==> src/rtl/io_pkg.sv <==
// io_pkg: shared constants, types and helpers for the board I/O port.
// Register offsets are byte offsets inside the 32-byte window.
package io_pkg;

    localparam logic [4:0] OFF_KEY_STATE = 5'h00;
    localparam logic [4:0] OFF_KEY_EVENT = 5'h04;
    localparam logic [4:0] OFF_SW_STATE  = 5'h08;
    localparam logic [4:0] OFF_LED       = 5'h0C;
    localparam logic [4:0] OFF_HEX       = 5'h10;
    localparam logic [4:0] OFF_HEX_EN    = 5'h14;

    localparam logic [6:0] SEG_BLANK = 7'b1111111;

    typedef enum logic {
        DB_STABLE,
        DB_COUNTING
    } db_state_t;

    // Active-low {g,f,e,d,c,b,a} hex digit patterns.
    function automatic logic [6:0] seg7(input logic [3:0] d);
        logic [6:0] s;
        case (d)
            4'h0:    s = 7'b1000000;
            4'h1:    s = 7'b1111001;
            4'h2:    s = 7'b0100100;
            4'h3:    s = 7'b0110000;
            4'h4:    s = 7'b0011001;
            4'h5:    s = 7'b0010010;
            4'h6:    s = 7'b0000010;
            4'h7:    s = 7'b1111000;
            4'h8:    s = 7'b0000000;
            4'h9:    s = 7'b0010000;
            4'hA:    s = 7'b0001000;
            4'hB:    s = 7'b0000011;
            4'hC:    s = 7'b1000110;
            4'hD:    s = 7'b0100001;
            4'hE:    s = 7'b0000110;
            default: s = 7'b0001110;
        endcase
        return s;
    endfunction

endpackage

==> src/rtl/io_debounce.sv <==
// io_debounce: two-flop synchroniser plus counter debounce for one
// active-low pushbutton; flags the cycle a press is accepted.
module io_debounce
    import io_pkg::*;
#(
    parameter int DEBOUNCE_CYCLES = 8,
    parameter int CNT_W           = $clog2(DEBOUNCE_CYCLES + 1)
) (
    input  logic clock,
    input  logic reset,
    input  logic async_in,
    output logic stable,
    output logic press_pulse
);

    localparam logic [CNT_W-1:0] LAST = CNT_W'(DEBOUNCE_CYCLES - 1);

    logic             sync_q1;
    logic             sync_q2;
    logic             level_q;
    logic             level_d;
    logic [CNT_W-1:0] cnt_q;
    logic [CNT_W-1:0] cnt_d;
    db_state_t        state_q;
    db_state_t        state_d;

    // Synchroniser resets to the released level so a held key reads as a new press.
    always_ff @(posedge clock or posedge reset) begin
        if (reset) begin
            sync_q1 <= 1'b1;
            sync_q2 <= 1'b1;
            level_q <= 1'b1;
            cnt_q   <= '0;
            state_q <= DB_STABLE;
        end else begin
            sync_q1 <= async_in;
            sync_q2 <= sync_q1;
            level_q <= level_d;
            cnt_q   <= cnt_d;
            state_q <= state_d;
        end
    end

    always_comb begin
        state_d     = state_q;
        cnt_d       = cnt_q;
        level_d     = level_q;
        press_pulse = 1'b0;
        unique case (state_q)
            DB_STABLE: begin
                if (sync_q2 != level_q) begin
                    if (cnt_q == LAST) begin
                        level_d     = sync_q2;
                        cnt_d       = '0;
                        press_pulse = level_q;
                    end else begin
                        cnt_d   = cnt_q + CNT_W'(1);
                        state_d = DB_COUNTING;
                    end
                end
            end
            DB_COUNTING: begin
                if (sync_q2 == level_q) begin
                    cnt_d   = '0;
                    state_d = DB_STABLE;
                end else if (cnt_q == LAST) begin
                    level_d     = sync_q2;
                    cnt_d       = '0;
                    state_d     = DB_STABLE;
                    press_pulse = level_q;
                end else begin
                    cnt_d = cnt_q + CNT_W'(1);
                end
            end
        endcase
    end

    assign stable = level_q;

endmodule

==> src/rtl/io_port_unit.sv <==
// io_port_unit: memory-mapped KEY/SW/LED/7-segment peripheral.
// Decodes a 32-byte window, holds output registers, latches key presses.
module io_port_unit
    import io_pkg::*;
#(
    parameter logic [31:0] IO_BASE         = 32'hFFFF_FF00,
    parameter int          DEBOUNCE_CYCLES = 8,
    parameter int          CNT_W           = $clog2(DEBOUNCE_CYCLES + 1)
) (
    input  logic        clock,
    input  logic        reset,
    input  logic [31:0] addr,
    input  logic [31:0] wdata,
    input  logic        we,
    output logic [31:0] rdata,
    output logic        sel,
    input  logic [3:0]  KEY,
    input  logic [9:0]  SW,
    output logic [9:0]  LED,
    output logic [6:0]  SEG0,
    output logic [6:0]  SEG1,
    output logic [6:0]  SEG2,
    output logic [6:0]  SEG3,
    output logic [6:0]  SEG4,
    output logic [6:0]  SEG5
);

    logic [3:0]  key_level;
    logic [3:0]  key_press;
    logic [3:0]  key_state;
    logic [3:0]  key_event_q;
    logic [3:0]  w1c_mask;
    logic [9:0]  sw_q1;
    logic [9:0]  sw_q2;
    logic [9:0]  led_q;
    logic [23:0] hex_q;
    logic [5:0]  hex_en_q;
    logic [4:0]  off;
    logic        wr;
    logic [6:0]  seg [6];
    logic        unused_bits;

    for (genvar i = 0; i < 4; i++) begin : g_key
        io_debounce #(
            .DEBOUNCE_CYCLES(DEBOUNCE_CYCLES),
            .CNT_W          (CNT_W)
        ) u_db (
            .clock      (clock),
            .reset      (reset),
            .async_in   (KEY[i]),
            .stable     (key_level[i]),
            .press_pulse(key_press[i])
        );
    end

    assign key_state   = ~key_level;
    assign sel         = (addr[31:5] == IO_BASE[31:5]);
    assign off         = {addr[4:2], 2'b00};
    assign wr          = we && sel;
    assign w1c_mask    = (wr && off == OFF_KEY_EVENT) ? wdata[3:0] : 4'h0;
    assign unused_bits = ^{addr[1:0], wdata[31:24]};

    // Press set is applied after the clear so a coincident W1C loses.
    always_ff @(posedge clock or posedge reset) begin
        if (reset) begin
            sw_q1       <= '0;
            sw_q2       <= '0;
            key_event_q <= '0;
            led_q       <= '0;
            hex_q       <= '0;
            hex_en_q    <= '0;
        end else begin
            sw_q1       <= SW;
            sw_q2       <= sw_q1;
            key_event_q <= (key_event_q & ~w1c_mask) | key_press;
            if (wr && off == OFF_LED)    led_q    <= wdata[9:0];
            if (wr && off == OFF_HEX)    hex_q    <= wdata[23:0];
            if (wr && off == OFF_HEX_EN) hex_en_q <= wdata[5:0];
        end
    end

    always_comb begin
        rdata = '0;
        if (sel) begin
            case (off)
                OFF_KEY_STATE: rdata = {28'h0, key_state};
                OFF_KEY_EVENT: rdata = {28'h0, key_event_q};
                OFF_SW_STATE:  rdata = {22'h0, sw_q2};
                OFF_LED:       rdata = {22'h0, led_q};
                OFF_HEX:       rdata = {8'h0, hex_q};
                OFF_HEX_EN:    rdata = {26'h0, hex_en_q};
                default:       rdata = '0;
            endcase
        end
    end

    always_comb begin
        for (int n = 0; n < 6; n++) begin
            seg[n] = hex_en_q[n] ? seg7(hex_q[4*n +: 4]) : SEG_BLANK;
        end
    end

    assign LED  = led_q;
    assign SEG0 = seg[0];
    assign SEG1 = seg[1];
    assign SEG2 = seg[2];
    assign SEG3 = seg[3];
    assign SEG4 = seg[4];
    assign SEG5 = seg[5];

endmodule
==> config.mk <==
export PLATFORM = sky130hd
export DESIGN_NAME = io_port_unit
export DESIGN_NICKNAME = d
export VERILOG_FILES = /design/src/rtl/io_pkg.sv /design/src/rtl/io_debounce.sv /design/src/rtl/io_port_unit.sv
export SDC_FILE = /design/constraint.sdc
export NUM_CORES = 1
export LEC_CHECK = 0
export ABC_AREA = 1
export CORE_MARGIN = 4
export CORE_UTILIZATION = 57
export DETAILED_ROUTE_END_ITERATION = 7
export DONT_BUFFER_PORTS = 1
export HOLD_SLACK_MARGIN = 0.15
export MAX_ROUTING_LAYER = met4
export PLACE_DENSITY_LB_ADDON = 0.08
export SYNTH_ARGS = -nofsm -noshare
export SYNTH_HDL_FRONTEND = slang
export SYNTH_HIERARCHICAL = 1
export SYNTH_SLANG_ARGS = --single-unit
==> constraint.sdc <==
create_clock -name clock -period 5.55 [get_ports clock]
set_input_delay 1.11 -clock clock [delete_from_list [all_inputs] [get_ports clock]]
set_output_delay 1.11 -clock clock [all_outputs]
set_load 0.02 [all_outputs]
==> results of run 1 <==
## registers in the layout, summed over array words and instances, names as in the netlist, 6 cells and up
signal	flops
hex_q	24
g_key.u_db/cnt_q	16
LED	10
sw_q1	10
sw_q2	10
hex_en_q	6
## worst register-to-register path: stages (launching register included)
cell and delay (ns):
dfrtp_1 0.44, ha_1 0.26, or2_1 0.21, nand3_1 0.08
nand2_1 0.06
## area by class of cell
type	count	area, µm²	area share
inverters	85	322	0.0512
clock inverters	5	65.1	0.0104
multi-input cells	580	3130	0.498
clock buffers	10	138	0.0219
repair buffers	5	37.5	0.00598
flip-flops and latches	96	2420	0.385
well taps	136	170	0.0271
## per-stage QoR
step,instance area (µm²),setup slack (ns),hold WS [ns],power [mW],util
3_3_place_gp,6070,1.46,0.334,1.07,0.586
6_report,6280,1.39,0.350,1.54,0.605
4_1_cts,6280,1.42,0.354,1.56,0.605
2_1_floorplan,6110,2.11,0.331,1.04,-
3_5_place_dp,6070,1.42,0.335,1.09,0.586
5_1_grt,6280,1.21,0.368,1.64,0.605
## power groups by stage
| stage | Sequential [mW] | Combinational [mW] | Clock, mW |
|---|---|---|---|
| global route | 0.863 | 0.266 | 0.513 |
| finish | 0.849 | 0.227 | 0.465 |
| floorplan | 0.844 | 0.197 | 0 |
| detailed placement | 0.861 | 0.229 | 0 |
| CTS | 0.848 | 0.230 | 0.480 |
| global placement | 0.855 | 0.214 | 0 |
## cells in the mapped netlist (2+ instances only)
| master | instances |
|---|---|
| a21oi_1 | 11 |
| a221oi_1 | 4 |
| a31oi_1 | 7 |
| buf_1 | 3 |
| buf_2 | 9 |
| buf_4 | 13 |
| buf_6 | 2 |
| clkbuf_1 | 18 |
| clkinv_1 | 3 |
| dfrtp_1 | 84 |
| dfstp_2 | 12 |
| ha_1 | 40 |
| inv_1 | 76 |
| inv_2 | 5 |
| nand2_1 | 246 |
| nand2_2 | 8 |
| nand3_1 | 67 |
| nand3_2 | 6 |
| nand4_1 | 50 |
| nor2_1 | 38 |
| nor3_1 | 16 |
| nor3_2 | 4 |
| o2111ai_1 | 6 |
| o211ai_1 | 19 |
| o21ai_0 | 23 |
| o21ai_1 | 9 |
| o21ai_2 | 4 |
| o311ai_0 | 6 |
| or2_1 | 4 |
## routing by layer
metal / routed length, µm / vias to the layer above / GRT usage
met4: 333 / 0 / 0.0803
li1: - / 2607 / -
met1: 6250 / 2521 / 0.291
met2: 7250 / 194 / 0.409
met3: 1120 / 34 / 0.0682
met5: 0 / - / -
## worst paths after layout
| kind | to | slack (ns) | startpoint | depth (start not counted) |
|---|---|---|---|---|
| max | rdata[1] | 1.39 | addr[3] | 5 |
| min | sw_q2[7] | 0.35 | sw_q1[7] | 0 |
| max reg2reg | g_key[2].u_db/cnt_q[2] | 4.41 | g_key[2].u_db/cnt_q[0] | 4 |
| min reg2reg | sw_q2[7] | 0.35 | sw_q1[7] | 0 |
| max in group asynchronous | sw_q1[0] | 4.15 | reset | 2 |
| min in group asynchronous | g_key[0].u_db/cnt_q[0] | 0.57 | reset | 1 |
## cell families (layout without fill, tap and decap cells)
kind of cell / Yosys count / in the layout / share of synthesized area
adders and majority gates: 40 / 40 / 0.0823
other: 1 / 8 / 0.000616
DFF: 96 / 96 / 0.397
AOI/OAI and AO/OA: 90 / 90 / 0.0960
buffers and inverters: 130 / 105 / 0.0929
and+or+nand+nor: 442 / 442 / 0.331
==> metrics.md, run 1 <==
| Metric | Value |
|---|---|
| Status | `finished clean` |
| Final setup viols | `0` |
| H-tree Lvls | `3` |
| GPL Wtd Cong | `0.944` |
| Static leakage | `2.86 nW` |
| Clk slew on worst S/H paths | `0.10 ns` |
| CP bufs+invs | `1` |
| Cell variety after synth | `35` |
| Setup TNS | `0 ns` |
| Worst-Margin Slew | `1.12 ns` |
| Cell count after synthesis | `799` |
| Initial antenna violation count | `0` |
| Core ar. | `10400 µm²` |
| Share of cells above drive strength 1 | `0.0807` |
| Peak supply drop | `0.217 mV` |
| Routed Antenna Nets | `0` |
| Largest net degree at the start of global routing | `65` |
| Synth top area share | `0.345` |
| DR iter-0 viols | `690` |
| Starting density of the core | `0.587` |
| CP required | `4.44 ns` |
| Area Overhead vs Synth | `3.17%` |
| GRT Util Overall | `0.246` |
| Sequential share of the synthesized area | `0.397` |
| Average size of a mapped cell | `7.62 µm²` |
| Bufs on Longest Clock Path | `2` |
| Setup CP Type | `primary input to output pin` |
| Hold crit path type | `register to register` |
| Slowest CP cell | `nand3_1` |
| # rows | `37` |
| Post-synth EDFFs | `0` |
| Clk_lat worst skew | `0.36 ns` |
| Slew Limit Fails | `0` |
| Post-CTS Setup Repair Bufs | `0` |
| Die Span Y | `111 µm` |
| CTS Buf Count | `9` |
| Vias in the first global route | `5082` |
| IO buf count | `0` |
| Fill count | `959` |
| Top FF cell, synth | `dfrtp_1` |
| Die area | `12400 µm²` |
| Max Fclk | `240 MHz` |
| Post-route minimum period | `4.16 ns` |
| Clock share of power | `0.302` |
| Internal power | `1.08 mW` |
| Nets | `898` |
| Root Driver | `clkbuf_8` |
| Worst Setup End Kind | `output pin` |
| Die width | `111 µm` |
| Delay-heaviest family, CP | `compound AO/OA/AOI/OAI gates` |
| Hold Vio Cnt, Final | `0` |
| Seq pwr share | `0.551` |
| Tcrit/Tclk final | `0.750` |
| Placed cell count | `902` |
| Clock sinks | `96` |
| Via count | `5356` |
| GRT Residual Overflow | `0` |
| Startpoint Class | `primary input` |
| Detailed placement HPWL | `11100 µm` |
| Most frequent cells in the layout | `246 x nand2_1, 84 x dfrtp_1, 75 x inv_1` |
| Most common cell after layout, fill and taps aside | `nand2_1` |
| Max Cap Viol | `0` |
| Cells along the critical path | `inv_1 -> nand3_1 -> o21ai_0 -> nor2_1 -> a31oi_1` |
| Net Sw Power | `0.459 mW` |
| Worst slew margin | `0.241` |
| First-pass GRT wire length | `24700 µm` |
| RSZ-0062 raised after global routing | `no` |
| Critical Path Max Stage Delay | `0.79 ns` |
| Worst-path fanout max | `25` |
| Post-DR vias/cell | `5.84` |
| Leading area contributor after synthesis | `dfrtp_1` |
| Ant. Diodes | `0` |
| Mapped cell area | `6080 µm²` |
| Cts repair resizes | `0` |
| Remaining DRCs | `0` |
| Syn. warnings | `6` |
| Comb pwr share | `0.147` |
| #FFs+latches synth | `96` |
| Sw frac | `0.298` |
| # IOs | `166` |
| CTS tree | `yes` |
| Clk_skew | `0.00847 ns` |
| WL final | `14900 µm` |
| Top cells by area, synth | `dfrtp_1 35%, nand2_1 15%, ha_1 8.2%, nand3_1 5.5%, dfstp_2 5.2%` |
| CTS Hold Bufs | `0` |
| TritonRoute pass-1 iters | `5` |
| Synth async-reset ratio | `1.00` |
| Fin cells | `917` |
| Power Density | `245 nW/µm²` |
| DR WL/cell | `16.3 µm` |
| Arrival @ worst endpoint | `3.05 ns` |
(Power assumes the default switching activity.)
==> inputs of run 2 (changes only) <==
==> constraint.sdc (replaced) <==
create_clock -name clock -period 3.5 [get_ports clock]
set_input_delay 0.7 -clock clock [delete_from_list [all_inputs] [get_ports clock]]
set_output_delay 0.7 -clock clock [all_outputs]
set_load 0.02 [all_outputs]
==> run 2 against run 1 <==
Compared with the run above: wire length up 0.55%; final cell count increased by 2.8%; first-iteration DRC count down 8.1%; clock-buffer cell count is 1 lower; largest cell class unchanged.
==> metrics.md, run 2 (synthesized netlist as in run 1, its figures left out) <==
| Metric | Value |
|---|---|
| Clock share of power | `0.294 (-0.008)` |
| Hold crit path type | `primary input to register` |
| Die width | `111 µm (unchanged)` |
| Detailed placement HPWL | `11400 µm (+2.7%)` |
| Clk slew on worst S/H paths | `0.10 ns (about the same)` |
| Arrival @ worst endpoint | `2.12 ns (-0.93 ns)` |
| DP Area | `6250 µm² (+2.8%)` |
| CP required | `2.80 ns (-1.64 ns)` |
| Internal power | `1.64 mW (+52%)` |
| Hold Vio Cnt, Final | `0 (unchanged)` |
| Routed Antenna Nets | `0 (unchanged)` |
| Setup CP Type | `primary input to output pin` |
| Core ar. | `10400 µm² (unchanged)` |
| Initial antenna violation count | `0 (unchanged)` |
| Bufs on Longest Clock Path | `2 (unchanged)` |
| Clk_skew | `0.00809 ns (-0.000376 ns)` |
| GRT Util Overall | `0.249 (+0.00235)` |
| Flop2flop setup slack | `2.36 ns (-2.05 ns)` |
| Status | `finished clean` |
| Worst slew margin | `0.442 (+0.200)` |
| Startpoint Class | `primary input` |
| Root Driver | `clkbuf_8` |
| First-pass GRT wire length | `24900 µm (+0.73%)` |
| GR Util met1 | `0.295 (+0.00423)` |
| Peak supply drop | `0.366 mV (+69%)` |
| Critical hold path startpoint | `KEY[0]` |
| Static leakage | `2.98 nW (+4.3%)` |
| Nets | `923 (+2.8%)` |
| DR iter-0 viols | `634 (-8.1%)` |
| Post-route minimum period | `2.82 ns` |
| RSZ-0062 raised after global routing | `no` |
| Hold EP | `g_key[0].u_db/sync_q1` |
| Critical path launch point | `addr[8]` |
| Comb pwr share | `0.149 (+0.002)` |
| Worst-path fanout max | `21 (-16%)` |
| Die area | `12400 µm² (unchanged)` |
| Most frequent cells in the layout | `246 x nand2_1, 84 x dfrtp_1, 75 x inv_1` |
| Area Overhead vs Synth | `6.23%` |
| Final instance area | `6460 µm² (+3.0%)` |
| Met3 usage | `0.0557 (-0.0126)` |
| Clk_lat worst skew | `0.36 ns (about the same)` |
| Largest register FFs | `24 (unchanged)` |
| WL final | `15000 µm (+0.55%)` |
| # IOs | `166 (unchanged)` |
| GPL Wtd Cong | `0.906 (-4.0%)` |
| Register area | `2420 µm² (unchanged)` |
| Fill count | `928 (-3.2%)` |
| Top reg by flops | `hex_q` |
| Top flop regs | `hex_q: 24 flops, g_key.u_db/cnt_q: 16 flops` |
| Multi-input gate area | `3130 µm² (unchanged)` |
| Power Density | `374 nW/µm² (+52%)` |
| Ant. Diodes | `0 (unchanged)` |
| Tcrit/Tclk final | `0.805` |
| Worst Setup End Kind | `output pin` |
| Post-CTS Setup Repair Bufs | `0 (unchanged)` |
| Seq pwr share | `0.557 (+0.006)` |
| Hold Crit Depth | `0 (unchanged)` |
| IO buf count | `0 (unchanged)` |
| Via count | `5455 (+1.8%)` |
| H-tree Lvls | `3 (unchanged)` |
| Utilization after layout | `0.623 (+0.0180)` |
| TritonRoute pass-1 iters | `5 (unchanged)` |
| Max Fclk | `355 MHz` |
| Setup TNS | `0 ns (unchanged)` |
| CTS tree | `yes` |
| Total power | `2.42 mW (+57%)` |
| Vias in the first global route | `5146 (+1.3%)` |
| Most common cell after layout, fill and taps aside | `nand2_1` |
| Post-DR vias/cell | `5.78 (-0.96%)` |
| Largest net degree at the start of global routing | `48 (-26%)` |
| Starting density of the core | `0.587 (unchanged)` |
| Sw frac | `0.320 (+0.0218)` |
| Worst-Margin Slew | `0.836 ns (-0.287 ns)` |
| Met2 GRT Util | `0.411 (+0.00281)` |
| DR WL/cell | `15.9 µm (-2.2%)` |
| Crit Reg-Reg Startpoint | `g_key[2].u_db/cnt_q[0]` |
| FF-to-FF path depth | `4 (unchanged)` |
| CTS Buf Count | `9 (unchanged)` |
| Clock sinks | `96 (unchanged)` |
| Net Sw Power | `0.773 mW (+68%)` |
| Final setup viols | `0 (unchanged)` |
| Remaining DRCs | `0 (unchanged)` |
| Cts repair resizes | `0 (unchanged)` |
| # rows | `37 (unchanged)` |
| Global routing's busiest layer | `met2` |
| GRT Residual Overflow | `0 (unchanged)` |
| Die Span Y | `111 µm (unchanged)` |
| Reg2reg end | `g_key[2].u_db/cnt_q[2]` |
| Share of cells above drive strength 1 | `0.108 (+0.0271)` |
| Slew Limit Fails | `0 (unchanged)` |
| Max Cap Viol | `0 (unchanged)` |
## run 2: worst max path at each step
stage	depth (start not counted)	slack (ns)	to
after detailed placement	8	0.70	rdata[8]
after floorplan	9	0.88	rdata[18]
final	8	0.68	rdata[8]
after global routing	8	0.55	rdata[8]
after global placement	8	0.70	rdata[8]
after CTS	8	0.69	rdata[8]
## run 2: per-stage QoR
stage | hold WS, ns | instances | setup WS (ns)
after global routing | 0.285 | 943 | 0.550
after floorplan | 0.331 | 806 | 0.881
after global placement | 0.334 | 925 | 0.698
after CTS | 0.150 | 942 | 0.694
after detailed placement | 0.339 | 925 | 0.699
final | 0.315 | 943 | 0.682
## run 2: metal layers
layer,vias to the layer above,wire (µm)
met1,2539,6040
met5,-,0
met2,228,7440
met4,0,412
li1,2652,-
met3,36,1140
## run 2: area by class of cell
class | count | area share
Clock buffer | 9 | 0.0192
Inverter | 85 | 0.0497
Clock inverter | 7 | 0.0112
Sequential cell | 96 | 0.374
Timing Repair Buffer | 30 | 0.0356
Multi-Input combinational cell | 580 | 0.484
Tap cell | 136 | 0.0263
## run 2: power groups by stage
stage / sequential [mW] / clock [mW] / combinational (mW)
after floorplan: 1.34 / 0 / 0.312
after global placement: 1.35 / 0 / 0.340
after detailed placement: 1.36 / 0 / 0.363
after CTS: 1.34 / 0.731 / 0.363
after global routing: 1.37 / 0.783 / 0.422
final: 1.35 / 0.710 / 0.360
## run 2: critical path, cell delays in order
cell     delay, ns
inv_1         0.03
nor2_1        0.08
nand2_1       0.05
nor2_1        0.11
nand3_2       0.13
nor2_8        0.28
o21ai_1       0.28
nor2_1        0.46
## run 2: repair_timing
item                                    4_1_cts  5_1_grt
hold endpoints to repair                     11        3
endpoints found under the setup margin        0        0
hold buffers                                  1        1
==> RTL edit: new RTL, settings of run 2 <==
`key_event_q` no longer has a reset.
--- a/src/rtl/io_port_unit.sv
+++ b/src/rtl/io_port_unit.sv
@@ -65,18 +65,20 @@
         if (reset) begin
             sw_q1       <= '0;
             sw_q2       <= '0;
-            key_event_q <= '0;
             led_q       <= '0;
             hex_q       <= '0;
             hex_en_q    <= '0;
         end else begin
             sw_q1       <= SW;
             sw_q2       <= sw_q1;
-            key_event_q <= (key_event_q & ~w1c_mask) | key_press;
             if (wr && off == OFF_LED)    led_q    <= wdata[9:0];
             if (wr && off == OFF_HEX)    hex_q    <= wdata[23:0];
             if (wr && off == OFF_HEX_EN) hex_en_q <= wdata[5:0];
         end
+    end
+
+    always_ff @(posedge clock) begin
+        key_event_q <= (key_event_q & ~w1c_mask) | key_press;
     end
 
     always_comb begin
Behaviour: no difference found for any inputs over 4 cycles, from zero or initial values and one cycle with reset high; that may be too few to reach the edited logic, so the function may still have changed.
==> RTL edit against run 2 <==
- wire length decreased by 2.2%
- design area is 0.70% lower
- critical path depth shrank 2
- clock skew grew 0.0050 ns
- power up 0.46%
- synthesized area decreased by 0.33%
- core utilization is 0.16 points lower
- setup slack got worse by 0.20 ns
- hold slack got worse by 0.15 ns
- first-iteration DRC count down 20%
- non-clock buffer count decreased by 3
- sequential cell count stayed put
- clock power grew 1%
- critical endpoint is now rdata[9]
- highest routed layer unchanged
==> RTL edit: results (changes against run 2) <==
[placement]
dpl_worst_slack_ns=0.503  ; -0.196 ns
hpwl_mm=11.2  ; -1.1%
gp_congestion=0.878  ; -3.2%
portBuffers=0  ; unchanged

[routing]
first_pass_iters=6  ; +1
wl_per_cell_um=15.6  ; -1.9%
dr_total_vias=5473  ; +0.33%
viasPerCell=5.82  ; +0.65%
first_iter_violations=510  ; -20%

[worst_setup_path]
cp-startpoint=addr[3]
reg2reg_from=g_key[1].u_db/cnt_q[0]
cp_max_fo=16  ; -24%
timing.rr.end=g_key[1].u_db/cnt_q[2]

[finish]
drive_gt1_share_pct=10.6  ; -0.21 points
fillers=909  ; -2.0%
nets=920  ; -0.33%

[timing]
fin_skew_ns=0.0131  ; +0.00500 ns
fmax_mhz=331  ; -6.7%
hold_ws_ns=0.160  ; -0.155 ns
slew_headroom_pct=37.0  ; -7.2 points

[status]
status=finished, final reports clean

[clocking]
postCtsSetupRepairBufs=0  ; unchanged
insertion_delay_ns=0.37

[synth]
synth_commonest_cells=nand2_1 (246), dfrtp_1 (80), inv_1 (76)
postSynthAreaPerCell_um2=7.59  ; -0.33%
yosys-top-cells-area=dfrtp_1 (33%), nand2_1 (15%), ha_1 (8.3%)
async_flop_share_pct=95.8  ; -4.2 points
synth-seq-area-share_pct=39.5  ; -0.20 points
ys_types=36  ; +2.9%

[power]
p_leak_nw=2.97  ; -0.42%
peakVddDrop_mv=0.310  ; -15%
p_int_w=0.00165  ; +0.14%

[global_routing]
grt_pass1_wl_mm=24.5  ; -1.4%
grt_pass1_vias=5156  ; +0.19%
grt_usage_pct=24.2  ; -0.62 points

[hold_path]
min_path_type=primary input to asynchronous set/reset pin

RTL edit: changes by cell type after synthesis:
cell,before,now
dfrtp_1,84,80
dfxtp_1,0,4
RTL edit: cell type report:
| type | count | area [um^2] | area share [%] |
|---|---|---|---|
| clock buffer | 9 | 124 | 1.93 |
| inverter | 85 | 322 | 5.01 |
| tap | 136 | 170 | 2.65 |
| clock inverter | 7 | 72.6 | 1.13 |
| sequential | 96 | 2400 | 37.3 |
| timing repair buffer | 27 | 205 | 3.20 |
| multi-input combinational | 580 | 3130 | 48.7 |
RTL edit: repair_timing:
action                     in CTS  in global routing
setup endpoints to repair       0                  0
hold buffers                    1                  0
hold endpoints to repair       10                  0
RTL edit: worst max-delay path, cell delays in order:
cell,delay (ns)
inv_1,0.11
nand3_1,0.48
buf_4,0.39
nor2_1,0.16
a221oi_1,0.07
nor2_1,0.41
RTL edit: stage by stage:
stage | area [um^2] | power, W
after floorplan | 6090 | 0.00165
after global placement | 6210 | 0.00169
after detailed placement | 6210 | 0.00173
after CTS | 6420 | 0.00244
after global routing | 6420 | 0.00257
final | 6420 | 0.00243
RTL edit: power by group through the flow:
| stage | clock network, W | logic, W | registers, W |
|---|---|---|---|
| 6_report | 0.000719 | 0.000364 | 0.00135 |
| 5_1_grt | 0.000785 | 0.000425 | 0.00136 |
| 3_3_place_gp | 0 | 0.000339 | 0.00135 |
| 3_5_place_dp | 0 | 0.000367 | 0.00136 |
| 4_1_cts | 0.000733 | 0.000367 | 0.00134 |
| 2_1_floorplan | 0 | 0.000312 | 0.00134 |
RTL edit: cells by family (layout without fill, tap and decap cells):
family	Yosys count	after routing	synth area share, %
and+or+nand+nor	442	442	33.2
other	1	8	0.0618
AOI/OAI and AO/OA	90	90	9.63
buffers and inverters	130	128	9.33
adders and majority gates	40	40	8.25
DFF	96	96	39.5
RTL edit: worst max path at each step:
| stage | endpoint | cells after the start |
|---|---|---|
| after floorplan | rdata[18] | 9 |
| after global placement | rdata[9] | 6 |
| after detailed placement | rdata[9] | 6 |
| after CTS | rdata[9] | 6 |
| after global routing | rdata[5] | 5 |
| final | rdata[9] | 6 |
RTL edit: metal layers:
| layer | part of all wire, % | GRT usage (%) | up-vias |
|---|---|---|---|
| met3 | 8.9 | 6.66 | 35 |
| met5 | 0 | - | - |
| li1 | - | - | 2637 |
| met2 | 48 | 40.3 | 235 |
| met1 | 40 | 29.0 | 2566 |
| met4 | 2.2 | 7.30 | 0 |
